===== config.mk =====
export PLATFORM = sky130hd
export DESIGN_NAME = adc_sample_fifo
export DESIGN_NICKNAME = d
export VERILOG_FILES = /design/src/rtl/sigma_delta_pkg.sv /design/src/rtl/sample_fifo_mem.sv /design/src/rtl/adc_sample_fifo.sv
export SDC_FILE = /design/constraint.sdc
export NUM_CORES = 1
export LEC_CHECK = 0
export ABC_AREA = 0
export BUFFER_PORTS_ARGS = -buffer_cell sky130_fd_sc_hd__buf_4
export CORE_ASPECT_RATIO = 1.2
export CORE_MARGIN = 4
export CORE_UTILIZATION = 55
export DETAILED_ROUTE_END_ITERATION = 10
export PLACE_DENSITY = 0.7
export SETUP_SLACK_MARGIN = 0.4
export SLEW_MARGIN = 20
export SYNTH_ARGS = -nofsm -noshare
export SYNTH_HDL_FRONTEND = slang
export SYNTH_SLANG_ARGS = --single-unit
export TNS_END_PERCENT = 100

===== constraint.sdc =====
create_clock -name clk -period 5.7 [get_ports clk]
set_input_delay 1.14 -clock clk [delete_from_list [all_inputs] [get_ports clk]]
set_output_delay 1.14 -clock clk [all_outputs]
set_load 0.02 [all_outputs]

===== src/rtl/sigma_delta_pkg.sv =====
// Definitions shared between the sigma-delta ADC harness and its sample path:
// the decimator word width and the offset-binary to two's-complement conversion.
package sigma_delta_pkg;

  localparam int ADC_DATA_WIDTH = 18;

  // Flipping the MSB maps offset binary onto two's complement.
  // Widths up to 64 bits are supported.
  function automatic logic [63:0] offset_to_twos(input logic [63:0] sample, input int width);
    return sample ^ (64'd1 << (width - 1));
  endfunction

endpackage


===== src/rtl/sample_fifo_mem.sv =====
// Sample storage for the ADC FIFO: one synchronous write port and one
// asynchronous read port. The array has no reset.
module sample_fifo_mem #(
  parameter int DATA_WIDTH = 18,
  parameter int ADDR_WIDTH = 4
) (
  input  logic                  clk,
  input  logic                  wr_en,
  input  logic [ADDR_WIDTH-1:0] wr_addr,
  input  logic [DATA_WIDTH-1:0] wr_data,
  input  logic [ADDR_WIDTH-1:0] rd_addr,
  output logic [DATA_WIDTH-1:0] rd_data
);

  logic [DATA_WIDTH-1:0] mem [2**ADDR_WIDTH];

  always_ff @(posedge clk) begin
    if (wr_en) mem[wr_addr] <= wr_data;
  end

  assign rd_data = mem[rd_addr];

endmodule


===== src/rtl/adc_sample_fifo.sv =====
// Show-ahead FIFO between the ADC decimator and its consumer. When the FIFO is
// full, the newest sample is dropped and a sticky overflow flag is set.
module adc_sample_fifo
  import sigma_delta_pkg::*;
#(
  parameter int DATA_WIDTH = ADC_DATA_WIDTH,
  parameter int DEPTH_LOG2 = 4,
  parameter bit SIGNED_OUT = 1'b0
) (
  input  logic                  clk,
  input  logic                  rst_n,
  input  logic [DATA_WIDTH-1:0] in_data,
  input  logic                  in_valid,
  output logic [DATA_WIDTH-1:0] out_data,
  output logic                  out_valid,
  input  logic                  out_ready,
  output logic [DEPTH_LOG2:0]   level,
  output logic                  overflow,
  input  logic                  overflow_clr
);

  localparam logic [DEPTH_LOG2:0] FULL_LEVEL = {1'b1, {DEPTH_LOG2{1'b0}}};

  logic [DEPTH_LOG2-1:0] wr_ptr, rd_ptr;
  logic [DEPTH_LOG2:0]   level_q, level_next;
  logic                  out_valid_q, overflow_q;
  logic [DATA_WIDTH-1:0] wr_word, rd_data;
  logic                  full, push, pop, drop;

  // Handshake: a word moves to the consumer on any rising edge where
  // out_valid && out_ready. While out_valid is high and out_ready is low,
  // out_data is held. in_valid has no backpressure; when no slot is free,
  // the sample is dropped.
  assign full = (level_q == FULL_LEVEL);
  assign pop  = out_valid_q & out_ready;
  assign push = in_valid & (~full | pop);
  assign drop = in_valid & full & ~pop;

  assign wr_word = SIGNED_OUT ? DATA_WIDTH'(offset_to_twos(64'(in_data), DATA_WIDTH))
                              : in_data;

  always_comb begin
    level_next = level_q;
    case ({push, pop})
      2'b10:   level_next = level_q + 1'b1;
      2'b01:   level_next = level_q - 1'b1;
      default: level_next = level_q;
    endcase
  end

  always_ff @(posedge clk or negedge rst_n) begin
    if (!rst_n) begin
      wr_ptr      <= '0;
      rd_ptr      <= '0;
      level_q     <= '0;
      out_valid_q <= 1'b0;
      overflow_q  <= 1'b0;
    end else begin
      if (push) wr_ptr <= wr_ptr + 1'b1;
      if (pop)  rd_ptr <= rd_ptr + 1'b1;
      level_q     <= level_next;
      out_valid_q <= (level_next != '0);
      // When a drop and a clear coincide, the drop wins.
      if (drop)              overflow_q <= 1'b1;
      else if (overflow_clr) overflow_q <= 1'b0;
    end
  end

  sample_fifo_mem #(
    .DATA_WIDTH (DATA_WIDTH),
    .ADDR_WIDTH (DEPTH_LOG2)
  ) u_mem (
    .clk     (clk),
    .wr_en   (push),
    .wr_addr (wr_ptr),
    .wr_data (wr_word),
    .rd_addr (rd_ptr),
    .rd_data (rd_data)
  );

  // The head entry is read combinationally. Gating it with out_valid forces zero
  // while reset is held and while the FIFO is empty.
  assign out_data  = out_valid_q ? rd_data : '0;
  assign out_valid = out_valid_q;
  assign level     = level_q;
  assign overflow  = overflow_q;

endmodule


### After elaboration in Yosys (flattened, before gate mapping)

Memory sizes are Yosys's and may differ from the RTL's.
Index checks and enable logic that the tools add are counted.

| storage, ports and cells | value |
|---|---|
| logic and storage cells | 28 |
| memories kept | 1 |
| register bits | 15 |
| output and inout port bits | 25 |
| input bits | 23 |
| memory bits (writable) | 288 |
| latch bits | 0 |
| memory bits (read-only) | 0 |

| cells by class | value |
|---|---|
| multipliers | 0 |
| mux-type cells | 6 |
| eq/ne operators | 3 |
| bitwise logic cells | 7 |
| add/subtract/negate cells | 4 |
| shifts and indexed selects | 0 |
| order comparisons | 0 |
| reduce and logical (&&, ||, !) cells | 2 |
| divide/modulo/power cells | 0 |

Memory list:

| memory | depth | bits a word | read ports | clocked after memory_dff | write ports | RTL line | RTL |
|---|---|---|---|---|---|---|---|
| u_mem.mem | 16 | 18 | 1 | 0 | 1 | sample_fifo_mem.sv:15 | `logic [DATA_WIDTH-1:0] mem [2**ADDR_WIDTH];` |

Operators with widths:

| cell | number |
|---|---|
| two-way mux 18 bit | 1 |
| one-hot mux 5 bit (2 select lines) | 1 |
| adder 4 x 1 -> 4 bit (second input constant) | 2 |
| adder 5 x 1 -> 5 bit (second input constant) | 1 |
| equality test 5 bit (second input constant) | 1 |
| nonzero test 5 bit | 1 |
| subtractor 5 x 1 -> 5 bit (second input constant) | 1 |
| bitwise AND 1 bit | 4 |
| two-way mux 1 bit | 4 |
| equality test 2 x 1 -> 1 bit (second input constant) | 1 |
| equality test 2 bit (second input constant) | 1 |
| inverter 1 bit | 2 |
| nonzero test 2 bit | 1 |
| bitwise OR 1 bit | 1 |

### Depth between registers and ports, before layout

Gate-level depths: netlist (run 1).

| logic depth | value |
|---|---|
| depth in word-level cells | 7 |
| depth in mapped cells | 8 |
| depth with buffers taken out | 8 |

### Modules after synthesis

Synthesis (run 1) repeated with hierarchy kept, for this count alone.

| second synthesis, totals | value |
|---|---|
| cells, all modules | 556 |
| area, all modules | 11,892.7 µm² |

By module, submodules not included:

| module | times used | area an instance (µm²) | cells each | seq. area each (µm²) |
|---|---|---|---|---|
| sample_fifo_mem | 1 | 10,963.0 | 464 | 8,648.3 |
| adc_sample_fifo | 1 | 929.6 | 92 | 375.4 |

### Least setup slack after synthesis (run 1)

No wires, ideal clock.

| timing | value |
|---|---|
| path kind | input to register |
| start | input out_ready |
| end | memory u_mem.mem[5][0], enable pin |
| required time | 5.284 ns |
| setup slack | 2.136 ns |
| arrival time | 3.148 ns |
| setup time | 0.416 ns |
| stages on the path | 6 |
| buffers on the path | 2 |
| cell sequence | and2_1 > buf_4 > o21a_1 > clkbuf_1 > nand2_1 > nor3_1 |

| between the ends | value |
|---|---|
| longest elaborated chain between the ends | 5 |

RTL lines:

| item | RTL line | RTL |
|---|---|---|
| start, declared | adc_sample_fifo.sv:16 | `input logic out_ready,` |
| bitwise AND 1 bit | adc_sample_fifo.sv:35 | `assign pop = out_valid_q & out_ready;` |
| bitwise OR 1 bit | adc_sample_fifo.sv:36 | `assign push = in_valid & (~full \| pop);` |
| bitwise AND 1 bit | adc_sample_fifo.sv:36 |  |
| two-way mux 1 bit | sample_fifo_mem.sv:18 | `if (wr_en) mem[wr_addr] <= wr_data;` |
| two-way mux 1 bit (implied by the code) | sample_fifo_mem.sv:18 |  |
| end, declared | sample_fifo_mem.sv:15 |  |

Every way passes these cells.

### Worst setup path in the final report (run 1)

| timing | value |
|---|---|
| start | register rd_ptr[0] |
| end | output out_data[5] |

| between the ends | value |
|---|---|
| longest elaborated chain between the ends | 2 |

RTL lines:

| item | RTL line | RTL |
|---|---|---|
| start, declared | adc_sample_fifo.sv:24 | `logic [DEPTH_LOG2-1:0] wr_ptr, rd_ptr;` |
| start signal, assigned | adc_sample_fifo.sv:60 | `if (pop) rd_ptr <= rd_ptr + 1'b1;` |
| memory (16 x 18 bit) | n/a |  |
| two-way mux 18 bit | adc_sample_fifo.sv:83 | `assign out_data = out_valid_q ? rd_data : '0;` |
| end, declared | adc_sample_fifo.sv:14 | `output logic [DATA_WIDTH-1:0] out_data,` |

Every way passes these cells.

==> results of run 1 <==
layout make-up:
type / count / area [um^2] / area share
sequential: 303 / 9030 / 0.671
multi-input combinational: 195 / 2630 / 0.196
clock inverter: 10 / 75.1 / 0.00558
clock buffer: 41 / 821 / 0.0610
inverter: 8 / 30.0 / 0.00223
tap: 270 / 338 / 0.0251
timing repair buffer: 69 / 538 / 0.0400
sequential cells by signal (all words and copies together) (netlist names):
signal and cells:
overflow 1, u_mem.mem 288, out_valid 1, rd_ptr 4, level 5, wr_ptr 4
through the flow:
stage	hold slack [ns]	total power [mW]	std cells	setup WS [ns]	area, um^2
2_1_floorplan	0.508	4.38	532	2.14	11800
5_1_grt	0.442	7.19	896	1.26	13500
3_3_place_gp	0.525	5.08	843	1.99	12500
3_5_place_dp	0.522	5.16	845	1.99	12600
4_1_cts	0.437	6.94	896	1.41	13500
6_report	0.449	6.88	896	1.53	13500
where the power goes:
part           internal [mW]  switching, mW
combinational           1.02           1.08
sequential              2.70          0.289
clock                   1.04          0.752
total                   4.76           2.12
Yosys cell counts (all sizes together) (2+ instances only):
master	count	area (um^2)
and2	9	56.3
and3	2	17.5
buf	15	72.6
clkbuf	11	41.3
dfrtp	15	375
edfxtp	288	8650
ha	6	75.1
inv	8	30.0
mux2	2	22.5
mux2i	36	360
mux4	72	1620
nand2	7	28.8
nand3b	2	15.0
nand4	2	12.5
nor2	8	32.5
nor3	5	25.0
nor3b	2	15.0
o22ai	18	113
xnor2	9	78.8
xor2	2	17.5
critical path, delay by kind of cell (launching register included):
| family | cells | cell delay, ns |
|---|---|---|
| DFF | 1 | 1.00 |
| muxes | 2 | 0.73 |
| buffers and inverters | 2 | 0.60 |
| AOI/OAI and AO/OA | 1 | 0.13 |
final timing paths:
kind	end	slack (ns)	cells past startpoint
min in group clk	overflow	0.53	2
max reg2reg	u_mem.mem[3][7]	2.92	5
min	wr_ptr[1]	0.45	1
max in group asynchronous	rd_ptr[0]	5.05	1
max	out_data[5]	1.53	5
min reg2reg	overflow	0.53	2
metal layers:
layer	global-route usage	wire [um]	vias up
met5	0	0	-
met4	0.0451	358	0
met3	0.0341	1640	33
met2	0.343	12400	217
met1	0.288	9440	2973
li1	-	-	2376
layout by cell type (no fill, tap or decap), types with 8 or more instances in the layout:
master and instances:
and2_1 9, inv_1 8, xnor2_1 9, edfxtp_1 288, mux4_2 72, mux2i_1 36, buf_4 66, o22ai_1 18
dfrtp_1 12, clkbuf_16 29
logic make-up (layout without fill, tap and decap cells):
group,Yosys count,in the layout,share of synthesized area
fa+ha+maj,6,6,0.00638
compound gates,27,27,0.0161
mux,110,110,0.170
flops,303,303,0.767
simple gates,41,41,0.0198
buf+inv,34,128,0.0122
xor+xnor,11,11,0.00819
==> metrics.cfg, run 1 <==
[clock_network]
numCtsBuffers=28
clkSlewWorstSetupHoldPaths_ns=0.06
cts_tree=yes
clockBufferDepth=3
clk-insertion-delay-late_ns=0.53
ctsResizeCount=0
cts_sinks=303
postCtsHoldBufs=0
htree_num_levels=1
cts_setup_buffers=0
cts_root_buf=clkbuf_16

[timing]
fmax_mhz=240
drv_slew=0
fin_crit_sh=0.732
clock_skew_ns=0.0121
setup_viol=0
rsz0062_at_grt=false
min_period_ns=4.17
tightest_slew_ns=1.11
fin_setup_tns_ns=0
max_slew_margin=0.259
finalHoldViolCount=0

[grt]
grt_pass1_wl_um=36300
grt_usage=0.205
gr-total-overflow=0
grt_pass1_vias=5855
antenna_found_initial=0
grt_start_max_net_pins=45

[synthesis]
syn_avg_cell_area_um2=22.1
synth_edf_count=288
synth_cell_types=38
synth_ff_type=edfxtp_1
synth_nets=561
yosysSeqAreaShare=0.767
synth_warnings=0
netlist_area_um2=11800
ys_seq_elements=303
synthArstFlopShare=0.0495
syn_inst=532

[setup_path]
endpoint_kind=output pin
r2r_start=out_valid
crit_start=rd_ptr[0]
worstPathRequired_ns=4.56
cpMaxStageDelayCell=dfrtp_4
cp_max_fo=44
critPathLaunchType=flop
crit_type=flop to output pin
crit_path_max_incr_delay_ns=1.00
critPathArrivalTime_ns=3.03
path_cells=buf_12 -> mux4_2 -> mux2i_1 -> o22ai_1 -> buf_4

[finish]
area_growth_syn_to_layout_pct=14.5
antennaDiodeCount=0
fillers=1375
fin_nets=634
fin_util=0.642
drive_gt1_frac=0.316

[routing]
routed_wl_um=23900
post_drt_wl_per_cell_um=26.6
vias=5599
first_pass_iters=5
ant_nets=0
drc=0
viasPerCell=6.25
drtIter0Drc=484

[floorplanning]
ios=48
coreArea_um2=21000
rows=58
fp.dieH_um=168
die-area_um2=23800
initial_core_util=0.561
die_x_um=142

[worst_hold_path]
worstHoldPathType=primary input to asynchronous set/reset pin

[power_and_ir_drop]
pwr_density_cell_nw_per_um2=511
power_leakage_nw=4.47
ir_worst_vdd_v=0.000294

[placement]
numPortBuffers=47
gp_congestion=0.764
dp_hpwl_um=13700

[run]
max_cap_viol_count=0

[outcome]
outcome=finished, final reports clean

No activity file was read; power rests on OpenSTA's default activity.
==> run 2, diff against run 1 <==
--- a/config.mk
+++ b/config.mk
@@ -11,7 +11,7 @@
 export CORE_MARGIN = 4
 export CORE_UTILIZATION = 55
 export DETAILED_ROUTE_END_ITERATION = 10
-export PLACE_DENSITY = 0.7
+export PLACE_DENSITY = 0.73
 export SETUP_SLACK_MARGIN = 0.4
 export SLEW_MARGIN = 20
 export SYNTH_ARGS = -nofsm -noshare
==> constraint.sdc (replaced) <==
create_clock -name clk -period 3.7 [get_ports clk]
set_input_delay 0.74 -clock clk [delete_from_list [all_inputs] [get_ports clk]]
set_output_delay 0.74 -clock clk [all_outputs]
set_load 0.02 [all_outputs]
==> run 2 against run 1 <==
Against the previous run:
- via count rose by 1.3%
- die area unchanged
- flip-flop and latch count unchanged
- combinational power grew 74%
- sequential power rose by 46%
- critical path type unchanged
- largest cell class unchanged
- largest power group unchanged
==> metrics.cfg, run 2 (synthesis results as in run 1) <==
[timing]
setup_viol=0
min_period_ns=3.21
fin_worst_hold_slack_ns=0.0476
max_slew_margin=0.241
fin_crit_sh=0.867
drv_slew=0
fmax_mhz=312
tightest_slew_ns=1.14
setup_slack_ns=0.493
rsz0062_at_grt=false
fin_setup_tns_ns=0
clock_skew_ns=0.0109
finalHoldViolCount=0

[clock_network]
postCtsHoldBufs=0
clkSlewWorstSetupHoldPaths_ns=0.06
cts_sinks=303
cts_root_buf=clkbuf_16
cts_tree=yes
clockBufferDepth=3
numCtsBuffers=28
htree_num_levels=1
clk-insertion-delay-late_ns=0.53

[grt]
gr-total-overflow=0
grt_start_max_net_pins=46
grt_usage=0.208
antenna_found_initial=0
grt_pass1_vias=6016
grt_pass1_wl_um=37100

[setup_path]
crit_type=flop to output pin
r2r_start=out_valid
crit_start=rd_ptr[0]
critPathLaunchType=flop
cp_max_fo=17
critPathArrivalTime_ns=2.47
worstPathRequired_ns=2.96
endpoint_kind=output pin
r2r_slack_ns=1.08

[finish]
antennaDiodeCount=0
fin_nets=643
final_common_cell=edfxtp_1
layout_common_cells=edfxtp_1, buf_4, mux4_2
fillers=1347
top_register=u_mem.mem
area_growth_syn_to_layout_pct=16.0
largest_register_ffs=288
drive_gt1_frac=0.332

[placement]
numPortBuffers=47
place_ws_ns=0.693
gp_congestion=0.810
dp_hpwl_um=14000

[routing]
ant_nets=0
vias=5673
routed_wl_um=24300
drc=0
viasPerCell=6.26
first_pass_iters=5
drtIter0Drc=630
post_drt_wl_per_cell_um=26.8

[floorplanning]
ios=48
fp.dieH_um=168
rows=58
initial_core_util=0.561
die_x_um=142
die-area_um2=23800
coreArea_um2=21000

[outcome]
outcome=finished, final reports clean

[run]
max_cap_viol_count=0

[worst_hold_path]
worstHoldPathType=primary input to asynchronous set/reset pin

[power_and_ir_drop]
ir_worst_vdd_v=0.000559
power_mw=11.0
pwr_density_cell_nw_per_um2=805
power_leakage_nw=4.55

==> run 2: cell types whose count changed in the layout (fill, tap and decap cells not counted), sizes merged <==
cell	previous run	this run
clkinv	9	10
bufinv	1	5
clkinvlp	0	2
clkbuf	41	34
inv	8	9
buf	69	78
==> run 2: path summary, 6_finish.rpt <==
kind	endpoint	cells past startpoint
worst max-delay path	out_data[11]	6
worst min register to register	level[4]	1
min in group clk	overflow	2
worst min-delay path	level[1]	1
worst max register to register	u_mem.mem[11][3]	5
max in group asynchronous	rd_ptr[0]	1
==> run 2: area by class of cell <==
class,count,area (um^2),share of cell area
Clock buffer,34,744,0.0545
Clock inverter,18,224,0.0164
Inverter,8,30.0,0.00220
Multi-Input combinational cell,195,2630,0.193
Sequential cell,303,9030,0.662
Tap cell,270,338,0.0248
Timing Repair Buffer,78,651,0.0477
==> run 2: what timing repair did <==
action	in CTS	in global routing
setup buffers	3	1
resized for setup	1	2
gates cloned	1	0
setup endpoints to repair	11	8
==> run 2: worst max-delay path: stages, from the launching register on <==
cell and delay (ns):
dfrtp_4 0.50, buf_4 0.18, buf_16 0.20, mux4_2 0.53, mux2i_1 0.19, o22ai_1 0.11, buf_4 0.22
==> run 2: report_power, final <==
part	switching, mW	total [mW]	internal [mW]
Sequential	0.198	4.36	4.16
Clock	1.20	2.98	1.79
Combinational	1.97	3.65	1.68
==> run 2: per-layer routing <==
layer	up-vias	GRT usage	part of all wire
li1	2383	-	-
met1	3025	0.279	0.39
met2	223	0.362	0.53
met3	42	0.0304	0.059
met4	0	0.0538	0.019
met5	-	0	0
==> run 2: stage by stage <==
step | util | instance area [um^2] | cells
after floorplan | - | 11800 | 532
after global placement | 0.601 | 12600 | 849
after detailed placement | 0.601 | 12600 | 849
after CTS | 0.650 | 13600 | 905
after global routing | 0.651 | 13600 | 906
final | 0.651 | 13600 | 906
